<file path="src/rtl/cmp_pkg.sv">
// Shared definitions for the multi-chunk comparator: FSM state encoding,
// one-hot result-flag constants ({greater, equal, smaller}) and an index
// width helper.
package cmp_pkg;

    typedef enum logic {
        IDLE    = 1'b0,
        COMPARE = 1'b1
    } state_t;

    localparam int unsigned RES_W = 3;

    // Result flags packed as {greater, equal, smaller}
    localparam logic [RES_W-1:0] RES_NONE = 3'b000;
    localparam logic [RES_W-1:0] RES_GT   = 3'b100;
    localparam logic [RES_W-1:0] RES_EQ   = 3'b010;
    localparam logic [RES_W-1:0] RES_LT   = 3'b001;

    // Chunk index width: ceil(log2(n)), never below one bit
    function automatic int unsigned idx_width(input int unsigned n);
        return (n <= 1) ? 1 : $clog2(n);
    endfunction

endpackage

</file>
<file path="src/rtl/chunk_cmp.sv">
// Combinational unsigned magnitude compare of one CHUNK-bit slice.
// Ports:
//   a, b : slice operands
//   gt   : a > b
//   lt   : a < b
module chunk_cmp #(
    parameter int unsigned CHUNK = 4
) (
    input  logic [CHUNK-1:0] a,
    input  logic [CHUNK-1:0] b,
    output logic             gt,
    output logic             lt
);

    assign gt = (a > b);
    assign lt = (a < b);

endmodule

</file>
<file path="src/rtl/multi_chunk_comparator.sv">
// Sequential magnitude comparator: walks the operands CHUNK bits per cycle,
// MSB chunk first, and stops on the first differing chunk or the last one.
// Ports:
//   clk, rst_n        : clock, async active-low reset
//   start             : request a compare (only honoured when idle)
//   x, y, signed_mode : operands and signedness, captured on accepted start
//   busy              : compare in progress
//   done              : one-cycle pulse when a new result is registered
//   greater/equal/smaller : registered result, held until the next result
module multi_chunk_comparator
    import cmp_pkg::*;
#(
    parameter int unsigned WIDTH = 32,
    parameter int unsigned CHUNK = 4
) (
    input  logic             clk,
    input  logic             rst_n,
    input  logic             start,
    input  logic [WIDTH-1:0] x,
    input  logic [WIDTH-1:0] y,
    input  logic             signed_mode,
    output logic             busy,
    output logic             done,
    output logic             greater,
    output logic             equal,
    output logic             smaller
);

    localparam int unsigned NCHUNK = WIDTH / CHUNK;
    localparam int unsigned IDXW   = idx_width(NCHUNK);

    // Flipping the sign bit of both operands maps two's-complement order
    // onto unsigned order.
    localparam logic [WIDTH-1:0] MSB_MASK = {1'b1, {(WIDTH-1){1'b0}}};

    state_t                     state_q, state_d;
    logic [WIDTH-1:0]           a_q, a_d, b_q, b_d;
    logic [IDXW-1:0]            idx_q, idx_d;
    logic [IDXW-1:0]            sel;
    logic                       busy_d, done_d;
    logic [RES_W-1:0]           res_q, res_d;
    logic [NCHUNK-1:0][CHUNK-1:0] a_chunks, b_chunks;
    logic                       chunk_gt, chunk_lt, last;

    assign a_chunks = a_q;
    assign b_chunks = b_q;

    // idx 0 addresses the most significant chunk
    assign sel  = IDXW'(NCHUNK - 1) - idx_q;
    assign last = (idx_q == IDXW'(NCHUNK - 1));

    chunk_cmp #(
        .CHUNK (CHUNK)
    ) u_chunk_cmp (
        .a  (a_chunks[sel]),
        .b  (b_chunks[sel]),
        .gt (chunk_gt),
        .lt (chunk_lt)
    );

    // State and datapath registers
    always_ff @(posedge clk or negedge rst_n) begin
        if (!rst_n) begin
            state_q <= IDLE;
            a_q     <= '0;
            b_q     <= '0;
            idx_q   <= '0;
            busy    <= 1'b0;
            done    <= 1'b0;
            res_q   <= RES_NONE;
        end else begin
            state_q <= state_d;
            a_q     <= a_d;
            b_q     <= b_d;
            idx_q   <= idx_d;
            busy    <= busy_d;
            done    <= done_d;
            res_q   <= res_d;
        end
    end

    // Next-state and next-output logic
    always_comb begin
        state_d = state_q;
        a_d     = a_q;
        b_d     = b_q;
        idx_d   = idx_q;
        busy_d  = busy;
        done_d  = 1'b0;
        res_d   = res_q;

        case (state_q)
            IDLE: begin
                if (start) begin
                    a_d     = signed_mode ? (x ^ MSB_MASK) : x;
                    b_d     = signed_mode ? (y ^ MSB_MASK) : y;
                    idx_d   = '0;
                    busy_d  = 1'b1;
                    state_d = COMPARE;
                end
            end
            COMPARE: begin
                if (chunk_gt || chunk_lt || last) begin
                    res_d   = chunk_gt ? RES_GT : (chunk_lt ? RES_LT : RES_EQ);
                    done_d  = 1'b1;
                    busy_d  = 1'b0;
                    state_d = IDLE;
                end else begin
                    idx_d = idx_q + IDXW'(1);
                end
            end
            default: begin
                state_d = IDLE;
            end
        endcase
    end

    assign {greater, equal, smaller} = res_q;

endmodule

</file>
<file path="config.mk">
export PLATFORM = sky130hd
export DESIGN_NAME = multi_chunk_comparator
export DESIGN_NICKNAME = d
export VERILOG_FILES = /design/src/rtl/cmp_pkg.sv /design/src/rtl/chunk_cmp.sv /design/src/rtl/multi_chunk_comparator.sv
export SDC_FILE = /design/constraint.sdc
export NUM_CORES = 1
export LEC_CHECK = 0
export ABC_AREA = 1
export CAP_MARGIN = 0
export CELL_PAD_IN_SITES_DETAIL_PLACEMENT = 1
export CELL_PAD_IN_SITES_GLOBAL_PLACEMENT = 1
export CORE_AREA = 5 5 107 109
export CTS_CLUSTER_SIZE = 12
export DETAILED_ROUTE_END_ITERATION = 8
export DIE_AREA = 0 0 112 114
export GPL_ROUTABILITY_DRIVEN = 0
export PLACE_DENSITY_LB_ADDON = 0.1
export SLEW_MARGIN = 5
export SYNTH_ARGS = -nofsm -noshare
export SYNTH_HDL_FRONTEND = slang
export SYNTH_HIERARCHICAL = 1
export SYNTH_SLANG_ARGS = --single-unit
</file>
<file path="constraint.sdc">
create_clock -name clk -period 3.2 [get_ports clk]
set_clock_uncertainty 0.2 [all_clocks]
set_input_delay 0.32 -clock clk [delete_from_list [all_inputs] [get_ports clk]]
set_output_delay 0.32 -clock clk [all_outputs]
set_load 0.005 [all_outputs]
</file>
==> reports/metrics.cfg <==
[route]
vias_per_cell=4.500
drt-total-wl_um=9205
vias=3096
drtAntennaViolNets=0
drtPass1Iterations=4
wl_per_cell_um=13.38
drc=0
drtIter0Drc=86

[floorplan]
start_util_pct=36.29
die_area_um2=12770
ios=73
die_x_um=112
coreArea_um2=10510
row_count=38
die_y_um=114

[placed_design]
port-buffer-count=72
hpwl_um=6689
placedCellCount=671

[setup_path]
crit_fanout=18
required_ns=3.24
crit_type=reg -> reg
end_kind=register
startpoint_type=register
ff2ff_setup_slack_ns=0.34
cp.arrival_ns=2.91

[timing]
setup_tns_ns=0
setup_viol=0
whs_ns=0.3070
slew_viol_final=0
max_slew_margin_pct=36.02
period_minus_slack_ns=2.865
fmax_mhz=349.1
finalHoldViolCount=0
period_share_pct=89.53
rsz0062_at_grt=no
tightest_slew_ns=0.9597

[power_and_ir_drop]
combinationalPowerShare_pct=44.1
power_leakage_nw=2.395
intPower_w=0.002509
swShare_pct=39.26
clkPwrFrac_pct=19.7
pwr-share-seq_pct=36.1
ir_worst_vdd_mv=0.2812
cellPowerDensity_nw_per_um2=867.2
p_switching_w=0.001622

[logic_synthesis]
ys_ff_latch=73
syn_avg_cell_area_um2=7.945
syn-cell-area_um2=3814
synthesis.nets=554
synth_cell_types=20
synth_warnings=6
synth_seq_area_share_pct=47.90
synth_cells=480

[global_routing]
grt_overflow=0
antenna_found_initial=0
grt_max_degree=74
track_usage_pct=15.52
grt_pass1_wl_um=15990
grt_pass1_vias=3394

[clock_tree]
cts_sinks=73
clk_pin_slew_ns=0.08
clockBufferDepth=2
cts_resized=0
insertion_delay_ns=0.35
cts_made_buffers=9
cts_root_buffer=clkbuf_8
h-tree-depth=3
cts_tree=done

[layout]
area_delta_synth_final_pct=24.90
diodes=0
layout_commonest_cell=nand2_1
fill_cells=1283
drive_gt1_share_pct=10.22
final_cell_mix=nand2_1, inv_1, dfrtp_1
final_cell_count_no_fill=688
fin_nets=617

[flow_run]
drv_cap=0

[outcome]
status=completed

[worst_hold_path]
hold_class=reg -> reg

-- cell usage after synthesis --
library cell	number	area share [%]
o21ai_0	6	0.79
buf_2	7	0.92
inv_4	2	0.33
nand2_1	124	12
clkinv_1	1	0.098
buf_4	6	1.2
buf_8	1	0.39
nand2_4	1	0.30
nor2_1	64	6.3
xnor2_1	2	0.46
a21oi_1	31	4.1
inv_1	75	7.4
buf_6	11	3.2
dfrtp_1	73	48
inv_2	1	0.098
nand3_1	34	4.5
nand2_2	1	0.16
ha_1	6	2.0
and2_1	1	0.16
a21oi_2	33	7.6
-- worst paths after layout --
path / startpoint / end / depth (start not counted)
worst min-delay path: res_q[0] / res_q[0] / 2
worst max-delay path: idx_q[1] / res_q[1] / 16
max in group asynchronous: rst_n / a_chunks[20] / 2
worst max register to register: idx_q[1] / res_q[1] / 16
min in group asynchronous: rst_n / b_chunks[5] / 2
worst min register to register: res_q[0] / res_q[0] / 2
-- critical path, cell delays in order, from the launching register on --
cell and delay, ns:
dfrtp_1 0.81, inv_4 0.21, nand3_1 0.15, nand2_1 0.06, nand2_1 0.05, nand2_1 0.06
ha_1 0.30, nand2_1 0.07, inv_1 0.06, nand2_1 0.06, and2_1 0.15, nor2_1 0.17
nand2_1 0.07, nand2_1 0.15, inv_1 0.08, nand2_1 0.06, nand2_1 0.04
-- routing by layer --
metal	vias up	global-route usage, %	share of wire [%]
met1	1456	19.56	46
met3	11	3.501	3.7
met5	-	0	0
li1	1584	-	-
met4	0	6.010	1.5
met2	45	26.10	49
-- stage by stage --
| step | setup slack, ns | total power, W | area (µm²) | util [%] |
|---|---|---|---|---|
| 3_3_place_gp | 0.4199 | 0.003313 | 4531 | 43.12 |
| 6_report | 0.3352 | 0.004131 | 4763 | 45.33 |
| 3_5_place_dp | 0.3510 | 0.003380 | 4531 | 43.12 |
| 4_1_cts | 0.3060 | 0.004221 | 4763 | 45.33 |
| 5_1_grt | 0.01106 | 0.004554 | 4763 | 45.33 |
| 2_1_floorplan | 0.8539 | 0.002900 | 3814 | - |
-- registers in the layout, indices dropped and copies added, names as in the netlist --
signal    cells
state_q       1
res_q         3
a_chunks     32
done          1
idx_q         3
b_chunks     32
busy          1
-- cell families (layout without fill, tap and decap cells) --
family                     after synthesis  after routing  synth area share (%)
AOI/OAI and AO/OA                       70             70                 12.43
adders and majority gates                6              6                 1.968
buffers and inverters                  104            172                 13.65
and+or+nand+nor                        225            225                 23.59
DFF                                     73             73                 47.90
xor gates and xnor gates                 2              2                0.4594
-- area by class of cell --
cell class              count  area [µm²]  area share [%]
well taps                 140       175.2           3.677
inverters                  79       301.5           6.330
multi-input cells         303        1466           30.79
clock buffers              14       162.7           3.415
clock inverters             2       60.06           1.261
flip-flops and latches     73        1827           38.35
repair buffers             77       770.7           16.18
-- power by group through the flow --
stage	clock network, W	logic, W	registers, W
2_1_floorplan	0	0.00145	0.00145
3_3_place_gp	0	0.00181	0.00150
3_5_place_dp	0	0.00186	0.00152
4_1_cts	0.000845	0.00187	0.00150
5_1_grt	0.000885	0.00213	0.00154
6_report	0.000815	0.00182	0.00149
-- timing repair --
item	in CTS	in global routing
endpoints found under the hold margin	73	0
setup endpoints to repair	0	0
hold buffers	1	0
setup buffers	0	0
Power figures use the tool's default switching activity.
